===== config.mk =====
export PLATFORM = sky130hd
export DESIGN_NAME = conv33_ctrl_flat
export DESIGN_NICKNAME = d
export VERILOG_FILES = /design/src/rtl/conv33_pkg.sv /design/src/rtl/conv33_ctrl_if.sv /design/src/rtl/conv33_win_cnt.sv /design/src/rtl/conv33_ctrl.sv /design/src/flat_wrapper.sv
export SDC_FILE = /design/constraint.sdc
export NUM_CORES = 1
export LEC_CHECK = 0
export ABC_AREA = 1
export CAP_MARGIN = 5
export CORE_ASPECT_RATIO = 1.75
export CORE_MARGIN = 4
export CORE_UTILIZATION = 42
export CTS_BUF_LIST = sky130_fd_sc_hd__clkbuf_4
export CTS_CLUSTER_DIAMETER = 30
export DETAILED_ROUTE_END_ITERATION = 10
export PLACE_DENSITY_LB_ADDON = 0.12
export SYNTH_ARGS = -nofsm -noshare
export SYNTH_HDL_FRONTEND = slang
export SYNTH_SLANG_ARGS = --single-unit

===== constraint.sdc =====
create_clock -name clk -period 1.7 [get_ports clk]
set_input_delay 0.34 -clock clk [delete_from_list [all_inputs] [get_ports clk]]
set_output_delay 0.34 -clock clk [all_outputs]
set_load 0.02 [all_outputs]

===== src/rtl/conv33_pkg.sv =====
// Shared types and constants for the 3x3 convolution sequencer slice.
package conv33_pkg;

  typedef enum logic [2:0] {
    IDLE,
    LOAD_W,
    WIN_REQ,
    FIRE,
    WAIT_V,
    WRITE,
    DONE
  } state_t;

  localparam int unsigned NUM_TAPS      = 9;
  localparam int unsigned WEIGHT_RD_LAT = 1;
  localparam int unsigned MIN_DIM       = 3;

endpackage


===== src/rtl/conv33_ctrl_if.sv =====
// Signal bundle between conv33_ctrl (master) and scheduler/datapath/memories (slave).
interface conv33_ctrl_if #(
  parameter int DATA_WIDTH = 8,
  parameter int OUT_WIDTH  = 32,
  parameter int DIM_W      = 8,
  parameter int ADDR_W     = 16
);
  logic                  start;
  logic [DIM_W-1:0]      cfg_img_w;
  logic [DIM_W-1:0]      cfg_img_h;
  logic                  busy;
  logic                  done;
  logic                  cfg_err;
  logic                  w_rd_en;
  logic [3:0]            w_rd_addr;
  logic [DATA_WIDTH-1:0] w_rd_data;
  logic                  weight_we;
  logic [3:0]            weight_idx;
  logic [DATA_WIDTH-1:0] weight_wdata;
  logic                  win_req;
  logic [DIM_W-1:0]      win_row;
  logic [DIM_W-1:0]      win_col;
  logic                  win_ready;
  logic                  conv33_en;
  logic                  calc_valid;
  logic [OUT_WIDTH-1:0]  calc_result;
  logic                  out_we;
  logic [ADDR_W-1:0]     out_addr;
  logic [OUT_WIDTH-1:0]  out_data;
  logic                  out_ready;

  modport master (
    input  start, cfg_img_w, cfg_img_h, w_rd_data, win_ready,
           calc_valid, calc_result, out_ready,
    output busy, done, cfg_err, w_rd_en, w_rd_addr, weight_we, weight_idx,
           weight_wdata, win_req, win_row, win_col, conv33_en,
           out_we, out_addr, out_data
  );

  modport slave (
    output start, cfg_img_w, cfg_img_h, w_rd_data, win_ready,
           calc_valid, calc_result, out_ready,
    input  busy, done, cfg_err, w_rd_en, w_rd_addr, weight_we, weight_idx,
           weight_wdata, win_req, win_row, win_col, conv33_en,
           out_we, out_addr, out_data
  );
endinterface


===== src/rtl/conv33_win_cnt.sv =====
// Raster window counters: row/col of the window top-left and linear output address.
module conv33_win_cnt
  import conv33_pkg::*;
#(
  parameter int DIM_W  = 8,
  parameter int ADDR_W = 16
) (
  input  logic              clk,
  input  logic              rst,
  input  logic              clr,
  input  logic              adv,
  input  logic [DIM_W-1:0]  img_w,
  input  logic [DIM_W-1:0]  img_h,
  output logic [DIM_W-1:0]  row,
  output logic [DIM_W-1:0]  col,
  output logic [ADDR_W-1:0] addr,
  output logic              last
);

  logic [DIM_W-1:0] col_max;
  logic [DIM_W-1:0] row_max;

  assign col_max = img_w - DIM_W'(MIN_DIM);
  assign row_max = img_h - DIM_W'(MIN_DIM);
  assign last    = (row == row_max) && (col == col_max);

  // addr tracks row*(w-2)+col incrementally, so no multiplier is needed
  always_ff @(posedge clk or posedge rst) begin
    if (rst) begin
      row  <= '0;
      col  <= '0;
      addr <= '0;
    end else if (clr) begin
      row  <= '0;
      col  <= '0;
      addr <= '0;
    end else if (adv) begin
      addr <= addr + ADDR_W'(1);
      if (col == col_max) begin
        col <= '0;
        row <= row + DIM_W'(1);
      end else begin
        col <= col + DIM_W'(1);
      end
    end
  end

endmodule


===== src/rtl/conv33_ctrl.sv =====
// Layer sequencer: loads kernel weights, walks valid 3x3 windows, fires datapath, writes results.
module conv33_ctrl
  import conv33_pkg::*;
#(
  parameter int DATA_WIDTH = 8,
  parameter int OUT_WIDTH  = 32,
  parameter int DIM_W      = 8,
  parameter int ADDR_W     = 16
) (
  input  logic          clk,
  input  logic          rst,
  conv33_ctrl_if.master bus
);

  localparam logic [3:0] LD_TAPS = 4'(NUM_TAPS);
  localparam logic [3:0] LD_LAT  = 4'(WEIGHT_RD_LAT);
  localparam logic [3:0] LD_LAST = 4'(NUM_TAPS + WEIGHT_RD_LAT - 1);

  state_t            state;
  state_t            state_nxt;
  logic [DIM_W-1:0]  img_w_q;
  logic [DIM_W-1:0]  img_h_q;
  logic              err_q;
  logic [3:0]        ld_cnt;
  logic              dim_bad;
  logic              cnt_clr;
  logic              cnt_adv;
  logic [DIM_W-1:0]  row;
  logic [DIM_W-1:0]  col;
  logic [ADDR_W-1:0] addr;
  logic              last;

  assign dim_bad = (bus.cfg_img_w < DIM_W'(MIN_DIM)) || (bus.cfg_img_h < DIM_W'(MIN_DIM));

  conv33_win_cnt #(
    .DIM_W  (DIM_W),
    .ADDR_W (ADDR_W)
  ) u_win_cnt (
    .clk   (clk),
    .rst   (rst),
    .clr   (cnt_clr),
    .adv   (cnt_adv),
    .img_w (img_w_q),
    .img_h (img_h_q),
    .row   (row),
    .col   (col),
    .addr  (addr),
    .last  (last)
  );

  always_ff @(posedge clk or posedge rst) begin
    if (rst) state <= IDLE;
    else     state <= state_nxt;
  end

  always_ff @(posedge clk or posedge rst) begin
    if (rst) begin
      img_w_q <= '0;
      img_h_q <= '0;
      err_q   <= 1'b0;
      ld_cnt  <= '0;
    end else begin
      if (state == IDLE && bus.start) begin
        img_w_q <= bus.cfg_img_w;
        img_h_q <= bus.cfg_img_h;
        err_q   <= dim_bad;
      end
      ld_cnt <= (state == LOAD_W && state_nxt == LOAD_W) ? ld_cnt + 4'd1 : '0;
    end
  end

  always_comb begin
    state_nxt = state;
    unique case (state)
      IDLE:    if (bus.start) state_nxt = dim_bad ? DONE : LOAD_W;
      LOAD_W:  if (ld_cnt == LD_LAST) state_nxt = WIN_REQ;
      WIN_REQ: if (bus.win_ready) state_nxt = FIRE;
      FIRE:    state_nxt = WAIT_V;
      WAIT_V:  if (bus.calc_valid) state_nxt = WRITE;
      WRITE:   if (bus.out_ready) state_nxt = last ? DONE : WIN_REQ;
      DONE:    state_nxt = IDLE;
      default: state_nxt = IDLE;
    endcase
  end

  // Data outputs are gated by state so every output is 0 outside its strobe
  always_comb begin
    bus.busy         = (state != IDLE);
    bus.done         = (state == DONE);
    bus.cfg_err      = (state == DONE) && err_q;
    bus.w_rd_en      = 1'b0;
    bus.w_rd_addr    = '0;
    bus.weight_we    = 1'b0;
    bus.weight_idx   = '0;
    bus.weight_wdata = '0;
    bus.win_req      = 1'b0;
    bus.win_row      = '0;
    bus.win_col      = '0;
    bus.conv33_en    = 1'b0;
    bus.out_we       = 1'b0;
    bus.out_addr     = '0;
    bus.out_data     = '0;
    cnt_clr          = 1'b0;
    cnt_adv          = 1'b0;
    unique case (state)
      LOAD_W: begin
        cnt_clr = 1'b1;
        if (ld_cnt < LD_TAPS) begin
          bus.w_rd_en   = 1'b1;
          bus.w_rd_addr = ld_cnt;
        end
        if (ld_cnt >= LD_LAT) begin
          bus.weight_we    = 1'b1;
          bus.weight_idx   = ld_cnt - LD_LAT;
          bus.weight_wdata = DATA_WIDTH'(bus.w_rd_data);
        end
      end
      WIN_REQ: begin
        bus.win_req = 1'b1;
        bus.win_row = row;
        bus.win_col = col;
      end
      FIRE: bus.conv33_en = 1'b1;
      WRITE: begin
        bus.out_we   = bus.out_ready;
        bus.out_addr = addr;
        bus.out_data = OUT_WIDTH'(bus.calc_result);
        cnt_adv      = bus.out_ready;
      end
      default: ;
    endcase
  end

endmodule


===== src/flat_wrapper.sv =====
// flat-port wrapper written by rule: the top's interface ports become plain ports
module conv33_ctrl_flat import conv33_pkg::*;
#(
  parameter int DATA_WIDTH = 8,
  parameter int OUT_WIDTH  = 32,
  parameter int DIM_W      = 8,
  parameter int ADDR_W     = 16
)
  (clk, rst, bus_start, bus_cfg_img_w, bus_cfg_img_h, bus_w_rd_data, bus_win_ready, bus_calc_valid, bus_calc_result, bus_out_ready, bus_busy, bus_done, bus_cfg_err, bus_w_rd_en, bus_w_rd_addr, bus_weight_we, bus_weight_idx, bus_weight_wdata, bus_win_req, bus_win_row, bus_win_col, bus_conv33_en, bus_out_we, bus_out_addr, bus_out_data);
  conv33_ctrl_if #(.DATA_WIDTH(DATA_WIDTH), .OUT_WIDTH(OUT_WIDTH), .DIM_W(DIM_W), .ADDR_W(ADDR_W)) bus_i ();
  input  logic clk;
  input  logic rst;
  input wire logic [$bits(bus_i.start)-1:0] bus_start;
  input wire logic [$bits(bus_i.cfg_img_w)-1:0] bus_cfg_img_w;
  input wire logic [$bits(bus_i.cfg_img_h)-1:0] bus_cfg_img_h;
  input wire logic [$bits(bus_i.w_rd_data)-1:0] bus_w_rd_data;
  input wire logic [$bits(bus_i.win_ready)-1:0] bus_win_ready;
  input wire logic [$bits(bus_i.calc_valid)-1:0] bus_calc_valid;
  input wire logic [$bits(bus_i.calc_result)-1:0] bus_calc_result;
  input wire logic [$bits(bus_i.out_ready)-1:0] bus_out_ready;
  output wire logic [$bits(bus_i.busy)-1:0] bus_busy;
  output wire logic [$bits(bus_i.done)-1:0] bus_done;
  output wire logic [$bits(bus_i.cfg_err)-1:0] bus_cfg_err;
  output wire logic [$bits(bus_i.w_rd_en)-1:0] bus_w_rd_en;
  output wire logic [$bits(bus_i.w_rd_addr)-1:0] bus_w_rd_addr;
  output wire logic [$bits(bus_i.weight_we)-1:0] bus_weight_we;
  output wire logic [$bits(bus_i.weight_idx)-1:0] bus_weight_idx;
  output wire logic [$bits(bus_i.weight_wdata)-1:0] bus_weight_wdata;
  output wire logic [$bits(bus_i.win_req)-1:0] bus_win_req;
  output wire logic [$bits(bus_i.win_row)-1:0] bus_win_row;
  output wire logic [$bits(bus_i.win_col)-1:0] bus_win_col;
  output wire logic [$bits(bus_i.conv33_en)-1:0] bus_conv33_en;
  output wire logic [$bits(bus_i.out_we)-1:0] bus_out_we;
  output wire logic [$bits(bus_i.out_addr)-1:0] bus_out_addr;
  output wire logic [$bits(bus_i.out_data)-1:0] bus_out_data;
  assign bus_i.start = bus_start;
  assign bus_i.cfg_img_w = bus_cfg_img_w;
  assign bus_i.cfg_img_h = bus_cfg_img_h;
  assign bus_i.w_rd_data = bus_w_rd_data;
  assign bus_i.win_ready = bus_win_ready;
  assign bus_i.calc_valid = bus_calc_valid;
  assign bus_i.calc_result = bus_calc_result;
  assign bus_i.out_ready = bus_out_ready;
  assign bus_busy = bus_i.busy;
  assign bus_done = bus_i.done;
  assign bus_cfg_err = bus_i.cfg_err;
  assign bus_w_rd_en = bus_i.w_rd_en;
  assign bus_w_rd_addr = bus_i.w_rd_addr;
  assign bus_weight_we = bus_i.weight_we;
  assign bus_weight_idx = bus_i.weight_idx;
  assign bus_weight_wdata = bus_i.weight_wdata;
  assign bus_win_req = bus_i.win_req;
  assign bus_win_row = bus_i.win_row;
  assign bus_win_col = bus_i.win_col;
  assign bus_conv33_en = bus_i.conv33_en;
  assign bus_out_we = bus_i.out_we;
  assign bus_out_addr = bus_i.out_addr;
  assign bus_out_data = bus_i.out_data;
  conv33_ctrl #(.DATA_WIDTH(DATA_WIDTH), .OUT_WIDTH(OUT_WIDTH), .DIM_W(DIM_W), .ADDR_W(ADDR_W)) u_core (.clk(clk), .rst(rst), .bus(bus_i));
endmodule

Word level (Yosys, flattened, before mapping) --
Index checks and enable logic that the tools add are counted.
Word-level totals: latch bits 0, ROM bits 0, output and inout bits 88, flip-flop bits (word level) 56, memories kept 0, RAM bits 0, logic and storage cells 74
Operators by class: add/sub/neg operators 7, $mul 0, bitwise gates (word level) 0, $lt $le $gt $ge 4, reductions and logical operators 10, divide/modulo/power cells 0, multiplexer cells 35, shift operators 0, eq/ne operators 10
Operator list (number):
- two-way mux 8 bit | 10
- two-way mux 16 bit | 3
- two-way mux 32 bit | 1
- two-way mux 3 bit | 7
- two-way mux 4 bit | 5
- one-hot mux 3 bit (6 select lines) | 1
- adder 16 x 1 -> 16 bit, second input constant | 1
- adder 8 x 1 -> 8 bit, second input constant | 2
- == test 8 bit | 2
- less-than comparator 8 x 2 -> 1 bit, second input constant | 2
- subtractor 8 x 2 -> 8 bit, second input constant | 2
- == test 3 bit, second input constant | 3
- two-way mux 1 bit | 8
- == test 3 x 1 -> 1 bit, second input constant | 2
- == test 3 x 2 -> 1 bit, second input constant | 2
- adder 4 x 1 -> 4 bit, second input constant | 1
- == test 4 bit, second input constant | 1
- >= comparator 4 x 1 -> 1 bit, second input constant | 1
- logical AND 1 bit | 4
- less-than comparator 4 bit, second input constant | 1
- nonzero test 2 bit | 2
- subtractor 4 x 1 -> 4 bit, second input constant | 1
- zero test 3 bit | 1
- nonzero test 3 bit | 1
- 2 further kinds | 2

Logic depth before layout (Yosys ltp) --
Gate-level depths: netlist of the first run.
depth in word-level cells 9, mapped depth 13, mapped depth without buffers 13

Hierarchy --
A second synthesis of the first run with hierarchy kept.
Unflattened totals: cell total of the unflattened synthesis 625, area, all modules 4082.7 um^2
By module, submodules not included:
- conv33_win_cnt | area an instance 2222.1 um^2, instances 1, sequential area each 800.8 um^2, cells each 305
- conv33_ctrl | area an instance 1860.5 um^2, instances 1, sequential area each 600.6 um^2, cells each 320

Worst setup path after synthesis of the first run --
Ideal clock, no wire load.
kind reg-to-output, from reg u_core.state[2], to out bus_win_col[0], arrival 2.036 ns, slack -0.676 ns, cell stages (with the launch flop) 5, cell sequence dfrtp_1 -> nor3_1 -> clkinv_1 -> clkbuf_1 -> nor2_1
On the way: cells in the longest elaborated chain, start to end 2
RTL lines:
- from (decl) | line conv33_ctrl.sv:19 | state_t state;
- from (signal assigned) | line conv33_ctrl.sv:53 | else state <= state_nxt;
- == test 3 x 2 -> 1 bit | line conv33_ctrl.sv:105 | unique case (state)
- two-way mux 8 bit | line conv33_ctrl.sv:105
- to (decl) | line flat_wrapper.sv:31 | output wire logic [$bits(bus_i.win_col)-1:0] bus_win_col;
No other way between the ends.

Worst setup path after layout of the first run --
from reg u_core.state[0], to out bus_out_data[30]
On the way: cells in the longest elaborated chain, start to end 2
RTL lines:
- == test 3 bit | line conv33_ctrl.sv:105
- two-way mux 32 bit | line conv33_ctrl.sv:105
- to (decl) | line flat_wrapper.sv:35 | output wire logic [$bits(bus_i.out_data)-1:0] bus_out_data;
No other way between the ends.

==> impl_metrics.json, run 1 <==
{
  "status": "finished, violations left",
  "violations": "negative setup slack",
  "wirelength_mm": 14.4,
  "initial_utilization_pct": 42.7,
  "portBuffers": 149,
  "crit_fanout": 15,
  "path_class": "reg -> out",
  "gr-total-overflow": 0,
  "core_um2": 9410,
  "hpwl_mm": 10.3,
  "grtUsageTotal_pct": 23.5,
  "postSynth.asyncResetShare_pct": 100,
  "relSlewSlack_pct": 77.6,
  "synth_edf_count": 0,
  "vias_per_cell": 4.96,
  "clock_skew_ns": 0.0251,
  "use_met1_pct": 24.0,
  "max_cap_viol_count": 0,
  "nets": 925,
  "cp.arrival_ns": 1.83,
  "antenna_found_initial": 0,
  "place.gp.congestion": 0.906,
  "hold_class": "in -> async",
  "ios": 150,
  "ir_worst_vdd_uv": 2040,
  "end_kind": "output pin",
  "wl_per_cell_um": 14.7,
  "final_antenna_net_count": 0,
  "hold_buffers": 0,
  "gr-usage-met2_pct": 44.8,
  "synth_area_per_cell_um2": 6.54,
  "fin_crit_ns": 2.17,
  "yosys.cell_types.count": 36,
  "syn-cell-area_um2": 4010,
  "netlist_instances": 614,
  "drcViolationCount": 0,
  "p_total_mw": 11.0,
  "slew_viol_final": 0,
  "final_core_util_pct": 80.0,
  "reg2reg_from": "u_core.state[0]",
  "syn_nets": 684,
  "ys_warn_count": 0,
  "worstSkewPairLatency_ns": 0.41,
  "fmax_mhz": 461,
  "startpoint": "u_core.state[0]",
  "grt_max_degree": 57,
  "die_h_um": 137,
  "tns_ns": -37.75,
  "drive_gt1_share_pct": 40.9,
  "synth_ff_type": "dfrtp_1",
  "rows": 47,
  "h-tree-depth": 2,
  "area_growth_syn_to_layout_pct": 87.6,
  "antenna_cells": 0,
  "final_hold_viol_count": 0,
  "dp_slack_ns": -0.476,
  "grt_pass1_vias": 4728,
  "cts_tree": "yes",
  "grt.busiest_layer": "met2",
  "p_leak_nw": 3.58,
  "yosysSeqAreaShare_pct": 34.9,
  "grt_util_met3_pct": 3.86,
  "grt_pass1_wl_mm": 20.8,
  "drt-initial-drc-count": 176,
  "die_x_um": 81.9,
  "ctsRootBufferMaster": "clkbuf_4",
  "worst_slew_pin_slew_ns": 0.333,
  "crit_required_ns": 1.36,
  "ys_ff_latch": 56,
  "numCtsBuffers": 5,
  "setup_slack_ns": -0.469,
  "setup_viol": 122,
  "dp.cells": 942,
  "crit_path_start_kind": "flip-flop",
  "clk_pin_slew_ns": 0.19,
  "rr_worst_depth": 12,
  "instances_no_fill": 978,
  "dieArea_um2": 11200,
  "vias": 4849,
  "cts_buffer_depth": 2,
  "clock-sinks": 56,
  "rsz0062_at_grt": "yes",
  "pwr_density_cell_nw_per_um2": 1470,
  "post-route-period-util_pct": 128,
  "dr.pass1.iters": 4
}
cells in the final DEF (no fill, tap or decap), types with 8 or more instances in the layout:
cell,synthesis,routed
nand2_1,129,114
inv_1,123,111
buf_4,0,89
buf_6,1,88
clkdlybuf4s50_1,0,61
nor2_4,0,57
dfrtp_1,56,53
nor2_1,113,45
nand3_1,36,26
xor2_1,20,19
o21ai_0,22,18
nand4_1,15,15
nor2_2,1,12
nand3_2,1,10
nor3_1,19,10
a21oi_1,16,9
nand2_2,0,9
inv_2,1,8
buf_12,0,8
flip-flops by register name, summed over array words and instances (netlist names):
name	flops
u_core.state	3
u_core.u_win_cnt.row	8
u_core.u_win_cnt.col	8
u_core.ld_cnt	4
u_core.img_h_q	8
u_core.err_q	1
u_core.img_w_q	8
u_core.u_win_cnt.addr	16
area by class of cell:
class / instances / area (um^2)
clock buffers: 5 / 37.5
clock inverters: 3 / 23.8
fillers: 630 / 1880
inverters: 126 / 508
multi-input cells: 415 / 2870
flip-flops and latches: 56 / 1410
well taps: 122 / 153
repair buffers: 251 / 2530
critical path, stage by stage, from the launching register on:
cell and delay (ns):
dfrtp_2 0.43, buf_4 0.12, buf_6 0.09, nand3_4 0.20, clkbuf_16 0.27, nor2_1 0.15
buf_4 0.17
per-layer routing:
layer | share of wire (%) | up-vias | wire (um)
met5 | 0 | - | 0
met4 | 3.3 | 0 | 475
met3 | 6.0 | 37 | 868
met2 | 56 | 172 | 7970
met1 | 35 | 2268 | 5040
li1 | - | 2372 | -
cells by family after synthesis:
family | synth area share (%)
XOR/XNOR | 5.24
AND/OR/NAND/NOR | 36.1
adder cells (fa/ha/maj) | 2.49
flip-flops | 34.9
AO/OA/AOI/OAI | 7.51
buffers and inverters | 13.7
power breakdown:
| group | switching, mW | internal, mW | total, mW |
|---|---|---|---|
| Sequential | 0.281 | 1.63 | 1.91 |
| Combinational | 4.58 | 3.92 | 8.50 |
| Clock | 0.469 | 0.164 | 0.633 |
final timing paths:
kind,slack [ns],to
max in group asynchronous,1.08,u_core.ld_cnt[0]
worst min-delay path,0.33,u_core.u_win_cnt.row[1]
worst max register to register,-0.32,u_core.u_win_cnt.col[7]
worst min register to register,0.55,u_core.img_h_q[7]
min in group clk,0.49,u_core.img_w_q[5]
worst max-delay path,-0.47,bus_out_data[30]
metrics by stage:
stage / hold slack [ns] / area, um^2
after floorplan: 0.420 / 4290
after global placement: 0.486 / 6480
after detailed placement: 0.506 / 6480
after CTS: 0.331 / 6790
after global routing: 0.344 / 7530
final: 0.334 / 7530
timing repair:
item                                    4_1_cts  5_1_grt
endpoints found under the setup margin      118      118
gates resized for setup                     546      146
cloned                                        0        3
buffers inserted                             11       18
pin swaps                                    29       22
cell usage after synthesis (2+ instances only):
cell | instances | area share, %
o22ai_1 | 4 | 0.62
o31ai_1 | 3 | 0.56
clkinv_1 | 2 | 0.19
ha_1 | 8 | 2.5
or2_2 | 2 | 0.31
nor2_1 | 113 | 11
nand4_1 | 15 | 2.3
buf_2 | 6 | 0.75
nor3b_1 | 2 | 0.37
nand2_1 | 129 | 12
a21oi_1 | 16 | 2.0
nor2_8 | 2 | 1.0
nand3_1 | 36 | 4.5
dfrtp_1 | 56 | 35
xor2_1 | 20 | 4.4
inv_1 | 123 | 12
clkbuf_1 | 7 | 0.65
nor3_1 | 19 | 2.4
o21ai_0 | 22 | 2.7
nor4_1 | 4 | 0.62
o21ai_1 | 2 | 0.25
xnor2_1 | 4 | 0.87
buf_1 | 3 | 0.28
o21a_1 | 4 | 0.75
Power figures use the tool's default switching activity.
==> run 2, diff against run 1 <==
GPL_TIMING_DRIVEN = 0   (was not set)
==> impl_metrics.json, run 2 (synthesis results as in run 1) <==
{
  "hold_class": "in -> async",
  "ir_worst_vdd_uv": 1650,
  "nets": 919,
  "portBuffers": 149,
  "final_hold_viol_count": 0,
  "rsz0062_at_grt": "yes",
  "slew_viol_final": 0,
  "cp.arrival_ns": 1.85,
  "wirelength_mm": 16.7,
  "grt_pass1_vias": 4591,
  "final_common_cell": "buf_6",
  "dr.pass1.iters": 5,
  "end_kind": "output pin",
  "fin_crit_ns": 2.19,
  "vias": 5136,
  "status": "finished, violations left",
  "regMostFlops": "u_core.u_win_cnt.addr",
  "hpwl_mm": 9.62,
  "crit_fanout": 5,
  "h-tree-depth": 2,
  "die_h_um": 137,
  "dieArea_um2": 11200,
  "mostFrequentLayoutCells": "119 x buf_6, 111 x nand2_1, 110 x inv_1",
  "reg2reg_from": "u_core.state[2]",
  "antenna_found_initial": 1,
  "relSlewSlack_pct": 64.4,
  "fillers": 538,
  "crit_required_ns": 1.36,
  "initial_utilization_pct": 42.7,
  "clock_skew_ns": 0.0198,
  "setup_slack_ns": -0.493,
  "max_cap_viol_count": 0,
  "path_cells": "nor3_4 > inv_2 > nor2_4 > inv_4 > buf_12 > nor2_4 > buf_6",
  "path_class": "reg -> out",
  "cts_tree": "yes",
  "tns_ns": -43.08,
  "drcViolationCount": 0,
  "p_total_mw": 11.9,
  "drive_gt1_share_pct": 42.9,
  "ctsRootBufferMaster": "clkbuf_4",
  "p_leak_nw": 3.61,
  "cp_common_cell": "nor2_4",
  "wl_per_cell_um": 17.1,
  "clock-sinks": 56,
  "post-route-period-util_pct": 129,
  "numCtsBuffers": 5,
  "pwr_density_cell_nw_per_um2": 1510,
  "vias_per_cell": 5.28,
  "worst_slew_pin_slew_ns": 0.532,
  "final_antenna_net_count": 0,
  "grt_max_degree": 57,
  "die_x_um": 81.9,
  "setup_viol": 122,
  "hold_buffers": 0,
  "clk_pin_slew_ns": 0.17,
  "grt_pass1_wl_mm": 21.2,
  "crit_path_start_kind": "flip-flop",
  "area_growth_syn_to_layout_pct": 96.2,
  "cp_slowest_cell": "dfrtp_2",
  "core_um2": 9410,
  "fmax_mhz": 456,
  "largest_reg_flops": 16,
  "cts_buffer_depth": 2,
  "instances_no_fill": 973,
  "ios": 150,
  "drt-initial-drc-count": 290,
  "crit_buf_inv": 4,
  "startpoint": "u_core.state[1]",
  "place.gp.congestion": 0.869,
  "dp_slack_ns": -0.774,
  "grtUsageTotal_pct": 24.2,
  "worstSkewPairLatency_ns": 0.41,
  "crit_family": "flip-flops",
  "cp_slowest_stage_delay_ns": 0.49,
  "violations": "negative setup slack",
  "dp.cells": 885,
  "gr-total-overflow": 0,
  "rows": 47
}
[run 2: cell count changes in the layout (fill, tap and decap cells not counted), sizes merged]
cell      change
buf          -14
clkbuf        +7
clkinv        -1
clkinvlp      +1
diode         +1
inv           +1
[run 2: final cells by class]
type	instances	area [um^2]	area share (%)
multi-input combinational	415	3080	39.1
timing repair buffer	228	2410	30.6
sequential	56	1410	17.9
inverter	126	514	6.53
buffer	16	234	2.97
tap	122	153	1.94
clock buffer	5	37.5	0.477
clock inverter	3	23.8	0.302
timing repair inverter	1	11.3	0.143
antenna	1	2.50	0.0318
[run 2: stage by stage]
step           hold WS (ns)  instance area, um^2  util, %
2_1_floorplan         0.420                 4290        -
5_1_grt               0.342                 7880     83.7
6_report              0.324                 7880     83.7
3_3_place_gp          0.486                 5940     63.1
3_5_place_dp          0.499                 5940     63.1
4_1_cts               0.478                 6770     71.9
[run 2: per-layer routing]
layer,routed length [um],track usage [%],part of all wire (%),vias up
li1,-,-,-,2364
met1,5280,24.6,32,2432
met2,9400,46.5,56,267
met3,1140,3.66,6.8,73
met4,860,10.9,5.2,0
met5,0,0,0,-
[run 2: path summary, 6_finish.rpt]
kind / cells past startpoint / end / slack, ns
hold / removal: 2 / u_core.u_win_cnt.addr[1] / 0.32
setup / recovery: 7 / bus_weight_idx[1] / -0.49
setup reg to reg: 13 / u_core.u_win_cnt.row[0] / -0.39
max in group asynchronous: 3 / u_core.ld_cnt[0] / 0.82
min in group clk: 3 / u_core.img_h_q[6] / 0.48
hold reg to reg: 2 / u_core.img_h_q[7] / 0.54
[run 2: power by group]
part | switching (mW) | leakage (nW) | internal [mW]
clock network | 0.472 | 0.0274 | 0.164
registers | 0.387 | 0.742 | 1.63
logic | 4.99 | 2.84 | 4.29
[run 2: what timing repair did]
action                                 CTS  global route
endpoints found under the hold margin    0             0
setup endpoints to repair              124           131
pin swaps                               23            35
resized for setup                      600           218
gates cloned                             6             3
setup buffers                           43            28
==> run 3, diff against run 2 <==
SLEW_MARGIN = 20   (was not set)
==> impl_metrics.json, run 3 (synthesis results as in run 1) <==
{
  "status": "finished, violations left",
  "violations": "negative setup slack",
  "p_seq_share_pct": 18.4,
  "antenna_found_initial": 1,
  "cts_buffer_depth": 2,
  "fillers": 601,
  "crit_family": "buffers and inverters",
  "gr-total-overflow": 0,
  "startpoint": "u_core.state[0]",
  "mostFrequentLayoutCells": "120 x nand2_1, 109 x inv_1, 98 x buf_6",
  "power.switching_mw": 5.46,
  "cp_slowest_cell": "dfrtp_2",
  "max_cap_viol_count": 0,
  "end_kind": "output pin",
  "drt-initial-drc-count": 240,
  "switching_share_pct": 49.8,
  "ctsRootBufferMaster": "clkbuf_4",
  "cp_slowest_stage_delay_ns": 0.47,
  "rows": 47,
  "tns_ns": -41.24,
  "area_growth_syn_to_layout_pct": 87.0,
  "rr_worst_depth": 12,
  "initial_utilization_pct": 42.7,
  "die_h_um": 137,
  "setup_viol": 121,
  "core_um2": 9410,
  "crit_required_ns": 1.36,
  "regArea_um2": 1410,
  "slew_viol_final": 0,
  "final_common_cell": "nand2_1",
  "r2r_setup_slack_ns": -0.19,
  "reg2reg_to": "u_core.u_win_cnt.addr[15]",
  "regMostFlops": "u_core.u_win_cnt.addr",
  "hpwl_mm": 9.77,
  "crit_fanout": 5,
  "hold_class": "in -> async",
  "worstSkewPairLatency_ns": 0.43,
  "final_hold_viol_count": 0,
  "clkPwrFrac_pct": 6.0,
  "cp.arrival_ns": 1.89,
  "rsz0062_at_grt": "yes",
  "ir_worst_vdd_uv": 1720,
  "grtUsageTotal_pct": 24.9,
  "drive_gt1_share_pct": 39.9,
  "crit_path_start_kind": "flip-flop",
  "vias_per_cell": 5.13,
  "vias": 4925,
  "drcViolationCount": 0,
  "clock_skew_ns": 0.0198,
  "dp.cells": 886,
  "largest_reg_flops": 16,
  "setup_slack_ns": -0.527,
  "hold_buffers": 0,
  "grt_max_degree": 32,
  "comb_power_share_pct": 75.7,
  "ios": 150,
  "die_x_um": 81.9,
  "pwr_density_cell_nw_per_um2": 1460,
  "path_class": "reg -> out",
  "p_leak_nw": 3.51,
  "reg2reg_from": "u_core.state[1]",
  "crit_buf_inv": 5,
  "worst_slew_pin_slew_ns": 0.732,
  "numCtsBuffers": 5,
  "relSlewSlack_pct": 51.1,
  "nets": 906,
  "dr.pass1.iters": 8,
  "instances_no_fill": 960,
  "final_antenna_net_count": 0,
  "grt_pass1_wl_mm": 21.8,
  "wirelength_mm": 15.5,
  "fin_crit_ns": 2.23,
  "multi_input_area_um2": 2940,
  "place.gp.congestion": 0.869,
  "portBuffers": 149,
  "final_core_util_pct": 79.8,
  "wl_per_cell_um": 16.1,
  "p_total_mw": 11.0,
  "post-route-period-util_pct": 131,
  "fmax_mhz": 449,
  "h-tree-depth": 2,
  "path_cells": "inv_2 > nor3_4 > inv_2 > nor2_4 > inv_4 > buf_12 > nor2_4 > buf_6",
  "clock-sinks": 56,
  "p_int_mw": 5.50,
  "grt_pass1_vias": 4628,
  "dieArea_um2": 11200,
  "cts_tree": "yes",
  "clk_pin_slew_ns": 0.18
}
==> run 3: routing by layer <==
layer / wire length [um] / global-route usage, % / vias to the layer above / part of all wire, %
li1: - / - / 2332 / -
met1: 5110 / 25.2 / 2316 / 33
met2: 8710 / 47.4 / 226 / 56
met3: 1020 / 4.12 / 51 / 6.6
met4: 646 / 12.3 / 0 / 4.2
met5: 0 / 0 / - / 0
==> run 3: final cells by class <==
class	count	share of cell area [%]
multi-input combinational	415	39.2
timing repair buffer	217	29.7
sequential	56	18.7
inverter	126	6.77
buffer	14	2.65
tap	122	2.03
clock buffer	5	0.500
clock inverter	3	0.317
timing repair inverter	1	0.0833
antenna	1	0.0333
==> run 3: power by group through the flow <==
stage	clock network, mW	logic, mW	registers [mW]
2_1_floorplan	0	3.60	1.95
3_3_place_gp	0	5.21	2.01
3_5_place_dp	0	5.31	2.04
4_1_cts	0.645	7.31	1.98
5_1_grt	0.698	8.84	2.05
6_report	0.653	8.30	2.01
==> run 3: repair_timing <==
| action | in CTS | in global routing |
|---|---|---|
| pin swaps | 20 | 28 |
| endpoints found under the setup margin | 123 | 140 |
| buffers inserted | 45 | 19 |
| gates resized for setup | 638 | 114 |
| cloned | 7 | 0 |
| hold endpoints to repair | 0 | 0 |
==> run 3: metrics by stage <==
step	setup WS, ns	hold WS, ns	area, um^2
5_1_grt	-0.593	0.401	7510
6_report	-0.527	0.346	7510
4_1_cts	-0.509	0.364	7000
2_1_floorplan	-0.113	0.420	4290
3_5_place_dp	-0.776	0.492	5960
3_3_place_gp	-0.754	0.486	5940
==> run 3: worst max-delay path by stage <==
stage	endpoint	slack, ns	cells after the start
after floorplan	bus_weight_idx[0]	-0.11	7
after global placement	bus_weight_idx[0]	-0.75	8
after detailed placement	bus_weight_idx[0]	-0.78	8
after CTS	bus_weight_idx[1]	-0.51	8
after global routing	bus_weight_idx[3]	-0.59	7
final	bus_weight_idx[1]	-0.53	8
